### config.mk
export PLATFORM = sky130hd
export DESIGN_NAME = fixed_dot_product_flat
export DESIGN_NICKNAME = d
export VERILOG_FILES = /design/src/rtl/fixed_dot_product_if.sv /design/src/rtl/fixed_dot_product.sv /design/src/flat_wrapper.sv
export SDC_FILE = /design/constraint.sdc
export NUM_CORES = 1
export LEC_CHECK = 0
export ABC_AREA = 1
export ABC_CLOCK_PERIOD_IN_PS = 7700
export CORE_UTILIZATION = 28
export CTS_CLUSTER_DIAMETER = 100
export DETAILED_ROUTE_END_ITERATION = 6
export SLEW_MARGIN = 20
export SYNTH_ARGS = -nofsm -noshare
export SYNTH_HDL_FRONTEND = slang
export SYNTH_SLANG_ARGS = --single-unit
export TNS_END_PERCENT = 1
### constraint.sdc
create_clock -name clk -period 7.7 [get_ports clk]
set_input_delay 1.54 -clock clk [delete_from_list [all_inputs] [get_ports clk]]
set_output_delay 1.54 -clock clk [all_outputs]
set_load 0.1 [all_outputs]
### src/rtl/fixed_dot_product_if.sv
// rtl/fixed_dot_product_if.sv - joined data/weight streams and result stream of fixed_dot_product
interface fixed_dot_product_if #(
  parameter int IN_WIDTH     = 16,
  parameter int WEIGHT_WIDTH = 8,
  parameter int IN_SIZE      = 4,
  localparam int OUT_WIDTH   = IN_WIDTH + WEIGHT_WIDTH + $clog2(IN_SIZE)
);
  logic signed [IN_WIDTH-1:0]     data_in [IN_SIZE];
  logic                           data_in_valid;
  logic                           data_in_ready;
  logic signed [WEIGHT_WIDTH-1:0] weight [IN_SIZE];
  logic                           weight_valid;
  logic                           weight_ready;
  logic signed [OUT_WIDTH-1:0]    data_out;
  logic                           data_out_valid;
  logic                           data_out_ready;

  modport master (
    output data_in, data_in_valid, weight, weight_valid, data_out_ready,
    input  data_in_ready, weight_ready, data_out, data_out_valid
  );

  modport slave (
    input  data_in, data_in_valid, weight, weight_valid, data_out_ready,
    output data_in_ready, weight_ready, data_out, data_out_valid
  );
endinterface

### src/rtl/fixed_dot_product.sv
// rtl/fixed_dot_product.sv - signed fixed-point dot product, joined streams, adder tree, 1-cycle output reg
// FIXED_DOT_PRODUCT_PIPE_EN adds a product register stage (latency 2).
module fixed_dot_product #(
  parameter int IN_WIDTH     = 16,
  parameter int WEIGHT_WIDTH = 8,
  parameter int IN_SIZE      = 4
) (
  input  logic               clk,
  input  logic               rst,
  fixed_dot_product_if.slave bus
);
  localparam int PW        = IN_WIDTH + WEIGHT_WIDTH;
  localparam int LEVELS    = $clog2(IN_SIZE);
  localparam int OUT_WIDTH = PW + LEVELS;

  logic                        adv;
  logic                        fire;
  logic signed [PW-1:0]        prod [IN_SIZE];
  logic signed [PW-1:0]        prod_s [IN_SIZE];
  logic                        src_valid;
  logic signed [OUT_WIDTH-1:0] sum;
  logic signed [OUT_WIDTH-1:0] data_out_q, data_out_d;
  logic                        valid_q, valid_d;

  assign adv               = !valid_q || bus.data_out_ready;
  assign fire              = adv && bus.data_in_valid && bus.weight_valid;
  assign bus.data_in_ready = fire;
  assign bus.weight_ready  = fire;

  always_comb begin
    for (int i = 0; i < IN_SIZE; i++) begin
      prod[i] = PW'(bus.data_in[i]) * PW'(bus.weight[i]);
    end
  end

`ifdef FIXED_DOT_PRODUCT_PIPE_EN
  logic                 stage_valid_q, stage_valid_d;
  logic signed [PW-1:0] prod_q [IN_SIZE];
  logic signed [PW-1:0] prod_d [IN_SIZE];

  always_comb begin
    stage_valid_d = adv ? fire : stage_valid_q;
    for (int i = 0; i < IN_SIZE; i++) begin
      prod_d[i] = fire ? prod[i] : prod_q[i];
    end
  end

  always_ff @(posedge clk) begin
    if (!rst) begin
      stage_valid_q <= 1'b0;
      for (int i = 0; i < IN_SIZE; i++) prod_q[i] <= '0;
    end else begin
      stage_valid_q <= stage_valid_d;
      for (int i = 0; i < IN_SIZE; i++) prod_q[i] <= prod_d[i];
    end
  end

  assign src_valid = stage_valid_q;
  always_comb begin
    for (int i = 0; i < IN_SIZE; i++) prod_s[i] = prod_q[i];
  end
`else
  assign src_valid = fire;
  always_comb begin
    for (int i = 0; i < IN_SIZE; i++) prod_s[i] = prod[i];
  end
`endif

  // Level l holds ceil(IN_SIZE/2^l) nodes of width PW+l; an odd last node is sign-extended through.
  for (genvar l = 0; l <= LEVELS; l++) begin : g_lvl
    localparam int N  = (IN_SIZE + (1 << l) - 1) >> l;
    localparam int W  = PW + l;
    logic signed [W-1:0] node [N];
    if (l == 0) begin : g_leaf
      for (genvar i = 0; i < N; i++) begin : g_n
        assign node[i] = prod_s[i];
      end
    end else begin : g_add
      localparam int NP = (IN_SIZE + (1 << (l - 1)) - 1) >> (l - 1);
      for (genvar i = 0; i < N; i++) begin : g_n
        if (2 * i + 1 < NP) begin : g_sum
          assign node[i] = W'(g_lvl[l-1].node[2*i]) + W'(g_lvl[l-1].node[2*i+1]);
        end else begin : g_pass
          assign node[i] = W'(g_lvl[l-1].node[2*i]);
        end
      end
    end
  end

  assign sum = g_lvl[LEVELS].node[0];

  always_comb begin
    valid_d    = valid_q;
    data_out_d = data_out_q;
    if (adv) begin
      valid_d = src_valid;
      if (src_valid) data_out_d = sum;
    end
  end

  always_ff @(posedge clk) begin
    if (!rst) begin
      valid_q    <= 1'b0;
      data_out_q <= '0;
    end else begin
      valid_q    <= valid_d;
      data_out_q <= data_out_d;
    end
  end

  assign bus.data_out       = data_out_q;
  assign bus.data_out_valid = valid_q;
endmodule

### src/flat_wrapper.sv
// flat-port wrapper written by rule: the top's interface ports become plain ports
module fixed_dot_product_flat 
#(
  parameter int IN_WIDTH     = 16,
  parameter int WEIGHT_WIDTH = 8,
  parameter int IN_SIZE      = 4
)
  (clk, rst, bus_data_in, bus_data_in_valid, bus_weight, bus_weight_valid, bus_data_out_ready, bus_data_in_ready, bus_weight_ready, bus_data_out, bus_data_out_valid);
  fixed_dot_product_if #(.IN_WIDTH(IN_WIDTH), .WEIGHT_WIDTH(WEIGHT_WIDTH), .IN_SIZE(IN_SIZE)) bus_i ();
  input  logic clk;
  input  logic rst;
  input wire logic [$bits(bus_i.data_in)-1:0] bus_data_in;
  input wire logic [$bits(bus_i.data_in_valid)-1:0] bus_data_in_valid;
  input wire logic [$bits(bus_i.weight)-1:0] bus_weight;
  input wire logic [$bits(bus_i.weight_valid)-1:0] bus_weight_valid;
  input wire logic [$bits(bus_i.data_out_ready)-1:0] bus_data_out_ready;
  output wire logic [$bits(bus_i.data_in_ready)-1:0] bus_data_in_ready;
  output wire logic [$bits(bus_i.weight_ready)-1:0] bus_weight_ready;
  output wire logic [$bits(bus_i.data_out)-1:0] bus_data_out;
  output wire logic [$bits(bus_i.data_out_valid)-1:0] bus_data_out_valid;
  assign bus_i.data_in = {>>{bus_data_in}};
  assign bus_i.data_in_valid = bus_data_in_valid;
  assign bus_i.weight = {>>{bus_weight}};
  assign bus_i.weight_valid = bus_weight_valid;
  assign bus_i.data_out_ready = bus_data_out_ready;
  assign bus_data_in_ready = bus_i.data_in_ready;
  assign bus_weight_ready = bus_i.weight_ready;
  assign bus_data_out = bus_i.data_out;
  assign bus_data_out_valid = bus_i.data_out_valid;
  fixed_dot_product #(.IN_WIDTH(IN_WIDTH), .WEIGHT_WIDTH(WEIGHT_WIDTH), .IN_SIZE(IN_SIZE)) u_core (.clk(clk), .rst(rst), .bus(bus_i));
endmodule
==> impl_metrics.env <==
export IMPL_status="complete, no violations"
export IMPL_r2r_start="u_core.bus.data_out_valid"
export IMPL_clock_latency_ns=0.27
export IMPL_cts_path_max_buffers=2
export IMPL_synth_compound_area_share_pct=1.88
export IMPL_synth_area_per_cell_sq_um=8.06
export IMPL_final_min_period_over_clock_period_pct=97.7
export IMPL_synth_top_cell_area_share_pct=54.3
export IMPL_grt_pass1_vias=16828
export IMPL_initial_core_util_pct=28.3
export IMPL_first_pass_iters=5
export IMPL_slew_headroom_pct=32.8
export IMPL_rr_worst_depth=7
export IMPL_syn_cell_area_sq_um=20600
export IMPL_synth_most_common_cell="inv_1"
export IMPL_hp_class="flop to flop"
export IMPL_syn_nets=3332
export IMPL_routedWlPerCell_microns=14.9
export IMPL_drt_iter0_markers=885
export IMPL_die_y_microns=273
export IMPL_finalSetupViolations=0
export IMPL_cts_root_buf="clkbuf_16"
export IMPL_clock_fmax_ghz=0.133
export IMPL_path_delay_family="adder cells"
export IMPL_num_nets_final=3645
export IMPL_syn_inst=2552
export IMPL_synthSimpleGateAreaFrac_pct=14.4
export IMPL_hold_slack_ns=0.488
export IMPL_drive_gt1_share_pct=20.1
export IMPL_cp_required_ns=7.88
export IMPL_preCtsSetupSlack_ns=-0.751
export IMPL_crit_arrival_ns=7.70
export IMPL_ioPinCount=130
export IMPL_grt_max_degree=40
export IMPL_wl_microns=56900
export IMPL_critPathMaxFanout=8
export IMPL_cts_buffers=3
export IMPL_core_sq_um=72800
export IMPL_r2r_slack_ns=5.82
export IMPL_worst_slew_pin_slew_ns=1.00
export IMPL_clk_pin_slew_ns=0.07
export IMPL_antenna_found_initial=2
export IMPL_io_buffers=129
export IMPL_netlist_top_cells_area="fa_1 54%, inv_1 16%, nand2_1 10%"
export IMPL_async_reset_ff_share_pct=0
export IMPL_cts_tree="built"
export IMPL_critPathMostFrequentCell="fa_1"
export IMPL_area_growth_pct=28.2
export IMPL_crit_path_max_incr_delay_ns=0.59
export IMPL_hold_violations=0
export IMPL_hold_start="u_core.bus.data_out[4]"
export IMPL_muxShareOfSynthArea_pct=0
export IMPL_globalplace_congestion=0.942
export IMPL_htree_levels=1
export IMPL_grt_pass1_wl_microns=89500
export IMPL_crit_slowest_cell="fa_2"
export IMPL_yosysWarningCount=0
export IMPL_ys_types=36
export IMPL_synthXorXnorAreaFrac_pct=0.681
export IMPL_grt_overflow=0
export IMPL_r2r_end="u_core.bus.data_out[19]"
export IMPL_crit_buf_inv=9
export IMPL_dieWidth_microns=273
export IMPL_dpl_hpwl_microns=50500
export IMPL_synthAdderAreaFrac_pct=61.6
export IMPL_fin_crit_ns=7.52
export IMPL_netlist_top_cells_count="890 x inv_1, 558 x fa_1, 550 x nand2_1"
export IMPL_ys_seq_area_share_pct=2.63
export IMPL_drv_slew=0
export IMPL_finalClockSkew_ns=0.00815
export IMPL_fin_ws_ns=0.175
export IMPL_placement_rows=99
export IMPL_netlist_top_cell_by_area="fa_1"
export IMPL_synth_edf_count=0
export IMPL_vias=15910
export IMPL_rsz0062_at_grt="true"
export IMPL_grt_usage_pct=15.4
export IMPL_clock_sinks=27
export IMPL_ys_seq_elements=27
export IMPL_criticalPathCategory="input port to flop"
export IMPL_drcViolationCount=0
export IMPL_viasPerCell=4.16
export IMPL_ys_flop_type="dfxtp_1"
export IMPL_start_kind="input port"
export IMPL_synth_top_family_by_area="adder cells"
export IMPL_min_delay_worst_endpoint="u_core.bus.data_out[4]"
export IMPL_ant_nets=0
export IMPL_die_area_sq_um=74600
export IMPL_hold_depth=2
export IMPL_endpoint_kind="flop"
export IMPL_maxCapViolCount=0
export IMPL_n_fill_cell=7529
stage by stage:
| stage | instances | cell area, sq um | setup TNS (ns) | utilization, % |
|---|---|---|---|---|
| after global placement | 3765 | 24800 | -10.98 | 34.1 |
| after global routing | 3824 | 26400 | -0.0599 | 36.2 |
| final | 3824 | 26400 | 0 | 36.2 |
| after detailed placement | 3765 | 24800 | -12.48 | 34.1 |
| after CTS | 3779 | 25400 | -0.0428 | 34.9 |
| after floorplan | 2552 | 20600 | 0 | - |
cells by family after synthesis:
group,after synthesis
flops,27
xor+xnor,16
compound gates,64
fa+ha+maj,679
buf+inv,1025
simple gates,741
state kept, by name, indices dropped and copies added (netlist names):
signal and count:
u_core.bus.data_out 26, u_core.bus.data_out_valid 1
cell usage in the layout, fill, tap and decap left out, types with 3 or more instances in the layout:
cell	instances
nor2_4	5
nand2_1	514
buf_4	230
inv_2	42
xor2_1	9
clkbuf_2	26
nor2_2	3
dlygate4sd2_1	3
buf_12	30
xnor2_1	4
clkbuf_16	6
inv_1	845
ha_4	22
nand3_1	31
buf_6	48
nand2_4	7
xor2_2	3
nand3b_1	5
o21ai_0	15
dfxtp_1	27
clkinvlp_4	4
o21ai_1	15
nor2_1	96
a21oi_4	7
fa_1	510
clkdlybuf4s50_1	33
nand2_2	33
a21oi_2	9
a21oi_1	7
nand3_2	3
dlymetal6s2s_1	62
nand4_1	8
or2_2	29
ha_1	99
or2_4	3
fa_2	48
worst max path at each step:
| stage | from | end | slack [ns] | cells past startpoint |
|---|---|---|---|---|
| 3_5_place_dp | bus_weight[15] | u_core.bus.data_out[20] | -0.75 | 27 |
| 2_1_floorplan | bus_weight[26] | u_core.bus.data_out[21] | 0.1 | 28 |
| 4_1_cts | bus_data_in[21] | u_core.bus.data_out[20] | -0.02 | 28 |
| 5_1_grt | bus_weight[31] | u_core.bus.data_out[21] | -0.04 | 29 |
| 6_report | bus_weight[31] | u_core.bus.data_out[25] | 0.18 | 27 |
| 3_3_place_gp | bus_weight[15] | u_core.bus.data_out[18] | -0.71 | 26 |
what timing repair did:
action / CTS / global route
setup buffers: 10 / 38
resized for setup: 139 / 320
endpoints found under the setup margin: 20 / 18
pin swaps: 51 / 180
gates cloned: 1 / 6
hold buffers: 0 / 0
endpoints found under the hold margin: 0 / 0
cell type report:
class                      instances  area [sq um]  area share [%]
multi-input combinational       1500         16900            64.1
timing repair buffer             440          4260            16.1
inverter                         892          3370            12.8
tap                              959          1200            4.55
sequential                        27           541            2.05
clock buffer                       3          75.1           0.285
clock inverter                     1          7.51          0.0285
timing repair inverter             1          7.51          0.0285
antenna                            1          2.50         0.00949
tightest hold or removal path, stage by stage, from the launching register on:
cell     delay [ns]
dfxtp_1        0.33
nor2_1         0.05
nor2_1         0.08
metal layers:
layer | routed length (microns) | GRT usage [%]
met1 | 24300 | 20.1
met4 | 1540 | 3.51
met3 | 2290 | 0.694
met5 | 0 | 0
met2 | 28700 | 28.0
Power is left out: the tool's default activity adds up to more than one toggle a clock period on the data nets, which glitch-free logic cannot reach.
